**src/rtl/sram_test_reporter.sv**
```systemverilog
// SRAM tester result reporter: counts passes, captures the first failure and
// streams one fixed-format frame per event over a valid/ready byte interface.
module sram_test_reporter #(
  parameter int DATA_BITS = 16,
  parameter int ITER_BITS = 16
) (
  input  logic                 clk,
  input  logic                 reset_n,
  input  logic                 test_done,
  input  logic                 test_pass,
  input  logic [2:0]           pattern_state,
  input  logic [DATA_BITS-1:0] prev_read_data,
  input  logic [DATA_BITS-1:0] prev_expected_data,
  output logic [7:0]           tx_data,
  output logic                 tx_valid,
  input  logic                 tx_ready,
  output logic [ITER_BITS-1:0] iter_count,
  output logic                 failed,
  output logic                 busy
);
  // Header, flags, iteration count, read word, expected word.
  localparam int FRAME_LEN = 2 + ITER_BITS/8 + 2*(DATA_BITS/8);
  localparam int FB        = FRAME_LEN*8;
  localparam int CW        = $clog2(FRAME_LEN+1);

  typedef enum logic [1:0] {IDLE = 2'd0, SEND = 2'd1, HALT = 2'd2} state_e;

  state_e               state_q, state_d;
  logic [FB-1:0]        sh_q, sh_d;
  logic [CW-1:0]        cnt_q, cnt_d;
  logic                 ffail_q, ffail_d;
  logic                 pnd_q, pnd_d;
  logic                 pnd_fail_q, pnd_fail_d;
  logic [FB-1:0]        pnd_frame_q, pnd_frame_d;
  logic                 armed_q, failed_q;
  logic [ITER_BITS-1:0] iter_q;

  logic                 fail_evt, pass_evt, evt;
  logic [ITER_BITS-1:0] iter_inc, evt_iter;
  logic [FB-1:0]        evt_frame;

  // Event detection and the frame an event would send this cycle.
  always_comb begin
    fail_evt  = armed_q & ~test_pass & ~failed_q;
    pass_evt  = test_done & ~failed_q & ~fail_evt;
    evt       = fail_evt | pass_evt;
    iter_inc  = (iter_q == '1) ? iter_q : iter_q + 1'b1;
    evt_iter  = pass_evt ? iter_inc : iter_q;
    evt_frame = {8'hA5, fail_evt, 4'b0, pattern_state, evt_iter,
                 prev_read_data, prev_expected_data};
  end

  // Frame sequencer with a one-deep pending slot holding the newest event.
  always_comb begin
    state_d     = state_q;
    sh_d        = sh_q;
    cnt_d       = cnt_q;
    ffail_d     = ffail_q;
    pnd_d       = pnd_q;
    pnd_fail_d  = pnd_fail_q;
    pnd_frame_d = pnd_frame_q;
    case (state_q)
      IDLE: begin
        if (evt || pnd_q) begin
          state_d = SEND;
          cnt_d   = '0;
          pnd_d   = 1'b0;
          // A live event is newer than anything pending; a pending fail cannot
          // coexist with a live event since failed is already set.
          if (evt) begin
            sh_d    = evt_frame;
            ffail_d = fail_evt;
          end else begin
            sh_d    = pnd_frame_q;
            ffail_d = pnd_fail_q;
          end
        end
      end
      SEND: begin
        if (tx_ready) begin
          sh_d  = sh_q << 8;
          cnt_d = cnt_q + 1'b1;
          if (cnt_q == CW'(FRAME_LEN-1))
            state_d = ffail_q ? HALT : IDLE;
        end
        if (evt && (fail_evt || !pnd_fail_q)) begin
          pnd_d       = 1'b1;
          pnd_fail_d  = fail_evt;
          pnd_frame_d = evt_frame;
        end
      end
      HALT: state_d = HALT;
      default: state_d = IDLE;
    endcase
  end

  // State, counters and snapshot registers.
  always_ff @(posedge clk or negedge reset_n) begin
    if (!reset_n) begin
      state_q     <= IDLE;
      sh_q        <= '0;
      cnt_q       <= '0;
      ffail_q     <= 1'b0;
      pnd_q       <= 1'b0;
      pnd_fail_q  <= 1'b0;
      pnd_frame_q <= '0;
      armed_q     <= 1'b0;
      failed_q    <= 1'b0;
      iter_q      <= '0;
    end else begin
      state_q     <= state_d;
      sh_q        <= sh_d;
      cnt_q       <= cnt_d;
      ffail_q     <= ffail_d;
      pnd_q       <= pnd_d;
      pnd_fail_q  <= pnd_fail_d;
      pnd_frame_q <= pnd_frame_d;
      armed_q     <= armed_q | test_pass;
      if (fail_evt) failed_q <= 1'b1;
      if (pass_evt) iter_q   <= iter_inc;
    end
  end

  assign tx_valid   = (state_q == SEND);
  assign tx_data    = sh_q[FB-1 -: 8];
  assign iter_count = iter_q;
  assign failed     = failed_q;
  assign busy       = (state_q != IDLE) | pnd_q;
endmodule

```
**config.mk**
```make
export PLATFORM = sky130hd
export DESIGN_NAME = sram_test_reporter
export DESIGN_NICKNAME = d
export VERILOG_FILES = /design/src/rtl/sram_test_reporter.sv
export SDC_FILE = /design/constraint.sdc
export NUM_CORES = 1
export LEC_CHECK = 0
export BUFFER_PORTS_ARGS = -buffer_cell sky130_fd_sc_hd__buf_2
export CORE_MARGIN = 2
export CORE_UTILIZATION = 45
export CTS_BUF_LIST = sky130_fd_sc_hd__clkbuf_8
export DETAILED_ROUTE_END_ITERATION = 10
export GPL_ROUTABILITY_DRIVEN = 0
export SETUP_SLACK_MARGIN = 0.15
export SLEW_MARGIN = 10
export SYNTH_ARGS = -nofsm -noshare
export SYNTH_HDL_FRONTEND = slang
export SYNTH_SLANG_ARGS = --single-unit
```
**constraint.sdc**
```tcl
create_clock -name clk -period 3.98 [get_ports clk]
set_input_delay 0.199 -clock clk [delete_from_list [all_inputs] [get_ports clk]]
set_output_delay 0.199 -clock clk [all_outputs]
set_load 0.05 [all_outputs]
```
Yosys cells after proc, flatten, opt, wreduce, memory -nomap -nowiden
Cells that the tools add are included.
{"block": "classes", "n_addsub": 2, "n_eq_ne": 8, "muxes": 18, "n_bitwise": 10, "reduce_logical": 12}
{"operator": "two-way mux 64 bit", "n": 3}
{"operator": "one-hot mux 64 bit (2 select lines)", "n": 1}
{"operator": "two-way mux 16 bit", "n": 2}
{"operator": "adder 16 x 1 -> 16 bit (second input constant)", "n": 1}
{"operator": "== test 16 bit (second input constant)", "n": 1}
{"operator": "AND reduction 3 bit", "n": 3}
{"operator": "two-way mux 2 bit", "n": 4}
{"operator": "two-way mux 4 bit", "n": 2}
{"operator": "one-hot mux 4 bit (2 select lines)", "n": 1}
{"operator": "inequality test 2 x 1 -> 1 bit (second input constant)", "n": 3}
{"operator": "one-hot mux 2 bit (3 select lines)", "n": 1}
{"operator": "adder 4 x 1 -> 4 bit (second input constant)", "n": 1}
{"operator": "AND 1 bit", "n": 4}
{"operator": "== test 4 x 3 -> 1 bit (second input constant)", "n": 1}
{"operator": "AND reduction 2 bit", "n": 2}
{"operator": "nonzero test 2 bit", "n": 2}
{"operator": "two-way mux 1 bit", "n": 3}
{"operator": "NOT 1 bit", "n": 3}
{"operator": "bitwise OR 1 bit", "n": 3}
{"operator": "== test 2 x 1 -> 1 bit (second input constant)", "n": 1}
{"operator": "== test 2 bit (second input constant)", "n": 1}
{"operator": "logical NOT 2 bit", "n": 1}
{"operator": "logical OR 1 bit", "n": 2}
{"operator": "inequality test 2 bit (second input constant)", "n": 1}
{"operator": "3 further kinds", "n": 3}
{"block": "totals", "reg_bits": 144, "in_bits": 40, "output_inout_bits": 27, "word_cells": 60}

Logic depth before layout (Yosys ltp)
{"block": "logic_depth", "ltp_word": 9, "depth_mapped": 8, "mapped_depth_nobuf": 7}

Least setup slack after synthesis
Ideal clock, no wire load.
{"block": "synth_path", "path_kind": "register to register", "from": "register iter_q[0], in the netlist iter_count[0]", "to": "register sh_q[44]", "setup_ns": 0.118, "arrival_ns": 2.182, "required_time_ns": 3.862, "setup_slack_ns": 1.680, "path_stages_with_launch": 8, "n_path_buf": 0, "synth_period_minus_slack_ns": 2.300, "cell_sequence": "dfrtp_1 -> ha_1 -> nand2_1 -> or3_4 -> nor3_1 -> mux2i_1 -> a221oi_1 -> a21o_1"}
{"block": "synth_between", "elab_chain_cells": 6, "word_cells_on_any_way": 7, "classes_between": "add/sub (1); eq/ne (1); mux (5)"}
{"item": "start, declared", "line_no": "36", "text": "logic [ITER_BITS-1:0] iter_q;"}
{"item": "start signal, assigned", "line_no": "120", "text": "if (pass_evt) iter_q <= iter_inc;"}
{"item": "adder 16 x 1 -> 16 bit / == test 16 bit (equally long branches)", "line_no": "47", "text": "iter_inc = (iter_q == '1) ? iter_q : iter_q + 1'b1;"}
{"item": "two-way mux 16 bit *", "line_no": "47"}
{"item": "two-way mux 16 bit *"}
{"item": "two-way mux 64 bit *", "line_no": "70", "text": "if (evt) begin"}
{"item": "two-way mux 64 bit *", "line_no": "64", "text": "if (evt || pnd_q) begin"}
{"item": "one-hot mux 64 bit (2 select lines) *", "line_no": "62", "text": "case (state_q)"}
{"item": "end signal, assigned", "line_no": "101", "text": "sh_q <= '0;"}
{"item": "end signal, assigned", "line_no": "112", "text": "sh_q <= sh_d;"}
{"item": "end, declared", "line_no": "29", "text": "logic [FB-1:0] sh_q, sh_d;"}
Mark *: on every way between the ends. The rest lies on a longest branch, timed or not. The select of a mux whose other input is x is not followed.
A chain may end at the register's enable or synchronous reset.

Worst setup path after layout
{"block": "layout_path", "from": "input test_pass", "to": "register pnd_frame_q[16]"}
{"block": "layout_between", "elab_chain_cells": 8, "word_cells_on_any_way": 9, "classes_between": "bitwise (6); reduce/logical (3)"}
{"item": "start, declared", "line_no": "10", "text": "input logic test_pass,"}
{"item": "NOT 1 bit *", "line_no": "44", "text": "fail_evt = armed_q & ~test_pass & ~failed_q;"}
{"item": "AND 1 bit * (2 in series)", "line_no": "44"}
{"item": "NOT 1 bit", "line_no": "45", "text": "pass_evt = test_done & ~failed_q & ~fail_evt;"}
{"item": "AND 1 bit", "line_no": "45"}
{"item": "bitwise OR 1 bit", "line_no": "46", "text": "evt = fail_evt | pass_evt;"}
{"item": "logical AND 1 bit *", "line_no": "86", "text": "if (evt && (fail_evt || !pnd_fail_q)) begin"}
{"item": "AND reduction 2 bit (no line) *"}
{"item": "end signal, assigned", "line_no": "117", "text": "pnd_frame_q <= pnd_frame_d;"}
{"item": "end, declared", "line_no": "34", "text": "logic [FB-1:0] pnd_frame_q, pnd_frame_d;"}
Mark *: on every way between the ends. The rest lies on a longest branch, timed or not.

==> flow_summary.json <==
{
  "start_util_pct": 45.8,
  "layout.nets": 896,
  "yosysSeqAreaShare_pct": 54.0,
  "viasPerCell": 5.27,
  "cp.depth": 9,
  "worstSetupPathType": "input pin to flop",
  "synth_top_family_by_area": "simple AND/OR/NAND/NOR gates",
  "syn_nets": 815,
  "die_height_um": 125,
  "via_count": 5538,
  "cp_slowest_cell": "nand3_2",
  "met1_usage_pct": 29.8,
  "htreeDepth": 4,
  "area_delta_synth_final_pct": 18.4,
  "synth.avg_cell_area_um2": 8.58,
  "final_layout_size_suffix_gt1_share_pct": 14.6,
  "syn_inst": 773,
  "outcome": "completed",
  "synth_area_leaders": "dfrtp_1 54%, nand2_1 15%, a21oi_1 5.4%",
  "io_pins": 67,
  "synth_mux_area_share_pct": 1.85,
  "clkLatencyLatePin_ns": 0.45,
  "synth_compound_area_share_pct": 14.8,
  "tns_ns": 0,
  "finalSetupViolations": 0,
  "powerDensity_mw_per_mm2": 525,
  "grt_usage_pct": 21.7,
  "maxCapViolations": 0,
  "r2r_slack_ns": 1.59,
  "cts_buffers": 17,
  "synthSimpleGateAreaFrac_pct": 22.9,
  "synth_xor_xnor_area_share_pct": 1.58,
  "drc": 0,
  "synth-seq-cells": 143,
  "ant_nets": 0,
  "yosysWarnings": 0,
  "dr.pass1.iters": 5,
  "rsz0062_at_grt": "false",
  "timing.fmax_mhz": 407,
  "fin_worst_skew_ns": 0.0143,
  "final_cell_mix": "266 x nand2_1, 143 x dfrtp_1, 71 x a21oi_1, 66 x o21ai_0, 65 x buf_2",
  "yosysUniqueCellTypes": 47,
  "clock_path_buffers": 2,
  "crit_required_ns": 4.31,
  "synth_top_area_cell": "dfrtp_1",
  "async_flop_share_pct": 100,
  "grt_pass1_vias": 5374,
  "crit_path_max_fanout": 27,
  "fin_crit_sh_pct": 61.7,
  "reg2regPathDepth": 7,
  "worstReg2RegStart": "state_q[1]",
  "wirelength_um": 16500,
  "startpoint_type": "input pin",
  "crit_chain": "dlygate4sd3_1, buf_2, nand2b_1, a21oi_4, buf_4, nand3_2, buf_4, nand2_1, nand2_1",
  "die-width_um": 125,
  "max_stage_delay_ns": 0.57,
  "grt-busiest-layer": "met2",
  "grt_pass1_wl_um": 27100,
  "core-area_mm2": 0.0145,
  "final_design_area_no_fill_mm2": 0.00785,
  "diodes": 0,
  "rows": 44,
  "grt-ovfl-total": 0,
  "hold_class": "input pin to flop",
  "cts_root_buf": "clkbuf_8",
  "worstMarginPinSlew_ns": 0.803,
  "dieArea_mm2": 0.0157,
  "grt_start_max_net_pins": 75,
  "ctsResizeCount": 0,
  "post_drt_wl_per_cell_um": 15.7,
  "syn_area_mm2": 0.00663,
  "power_w": 0.00412,
  "slew-limit-headroom_pct": 46.4,
  "synth_top_cell_area_share_pct": 54.0,
  "ys.flop_type": "dfrtp_1",
  "synth-edff-count": 0,
  "cts_tree": "done",
  "hpwl_um": 10800,
  "met2_usage_pct": 34.0,
  "clock_sinks": 143,
  "vdd_ir_drop_max_mv": 0.225,
  "p_leak_nw": 3.82,
  "synth-adder-area-share_pct": 0.377,
  "path_clk_slew_ns": 0.08,
  "arrival_ns": 2.79,
  "grtUsageMet3_pct": 4.24,
  "place_area_mm2": 0.00710,
  "endpoint_kind": "flop",
  "fillers": 1340,
  "portBuffers": 66,
  "min_period_ns": 2.45,
  "final_hold_viol_count": 0,
  "slew_violations": 0,
  "crit_family": "buffers and inverters",
  "crit_path_start": "test_pass",
  "final_common_cell": "nand2_1",
  "cp_num_buf_inv": 4,
  "cts_setup_buffers": 0,
  "antenna_found_initial": 0,
  "timing.rr.end": "pnd_frame_q[16]",
  "crit_path_end": "pnd_frame_q[16]",
  "drt_first_iter_violations": 547
}
## synth_stat cells (2+ instances only)
cell type / number
a2111oi_0: 2
a21o_1: 6
a21oi_1: 72
a31oi_1: 5
and2_1: 2
and4_1: 4
buf_1: 5
buf_2: 12
buf_4: 8
clkbuf_1: 30
dfrtp_1: 143
ha_1: 2
inv_1: 11
mux2_2: 2
mux2i_1: 10
nand2_1: 266
nand2b_1: 5
nand3_1: 20
nand4_1: 4
nor2_1: 27
nor3_1: 21
nor3_2: 2
o211ai_1: 2
o21ai_0: 67
o221ai_1: 4
o31ai_1: 7
or2_2: 2
or3_1: 3
xnor2_1: 7
xor2_1: 5
## worst min-delay path by stage
stage | startpoint | to | slack [ns] | cells past startpoint
2_1_floorplan | reset_n | armed_q | -0.1 | 0
3_3_place_gp | reset_n | iter_count[6] | 0.28 | 1
3_5_place_dp | reset_n | iter_count[6] | 0.28 | 1
4_1_cts | tx_ready | cnt_q[1] | 0.05 | 3
5_1_grt | tx_ready | cnt_q[1] | 0.11 | 3
6_report | tx_ready | cnt_q[1] | 0.08 | 3
## flip-flops by register name, summed over array words and instances (netlist names)
signal and cells:
cnt_q 4, armed_q 1, pnd_frame_q 53, failed 1, state_q 2, iter_count 16
ffail_q 1, sh_q 64, pnd_q 1
## layer usage
| layer | vias to the layer above | part of all wire (%) |
|---|---|---|
| met4 | 0 | 2.4 |
| met3 | 34 | 3.9 |
| met1 | 2619 | 46 |
| met5 | - | 0 |
| li1 | 2739 | - |
| met2 | 146 | 47 |
## worst min-delay path, stage by stage
cell and delay (ns):
buf_2 0.14, nand3_1 0.08, o21ai_0 0.08
## timing repair
| item | CTS | global route |
|---|---|---|
| hold buffers | 37 | 0 |
| endpoints found under the hold margin | 108 | 0 |
| endpoints found under the setup margin | 0 | 0 |
## cell type report
type | count | area, um^2 | area share [%]
flip-flops and latches | 143 | 3580 | 45.6
multi-input cells | 562 | 2780 | 35.4
repair buffers | 118 | 832 | 10.6
clock buffers | 19 | 262 | 3.33
well taps | 184 | 230 | 2.93
clock inverters | 13 | 123 | 1.56
inverters | 12 | 45.0 | 0.574
## where the power goes
part | internal, W | switching [W] | total, W | leakage (nW)
sequential | 0.00174 | 0.000192 | 0.00193 | 1.92
clock | 0.000578 | 0.000552 | 0.00113 | 0.196
combinational | 0.000342 | 0.000723 | 0.00106 | 1.70
## stage by stage
step,hold WS [ns],utilization [%],cells,worst slack [ns]
6_report,0.0803,54.2,1051,1.53
5_1_grt,0.106,54.2,1051,1.40
4_1_cts,0.0509,54.2,1051,1.60
3_5_place_dp,0.275,49.0,982,1.61
3_3_place_gp,0.278,49.0,982,1.70
2_1_floorplan,-0.0966,-,773,1.68
## logic make-up (layout without fill, tap and decap cells)
group           Yosys count  count (layout)
mux                      12              12
fa+ha+maj                 2               2
xor+xnor                 12              12
simple gates            362             362
buf+inv                  68             162
compound gates          174             174
flops                   143             143
No activity file was read; power rests on OpenSTA's default activity.
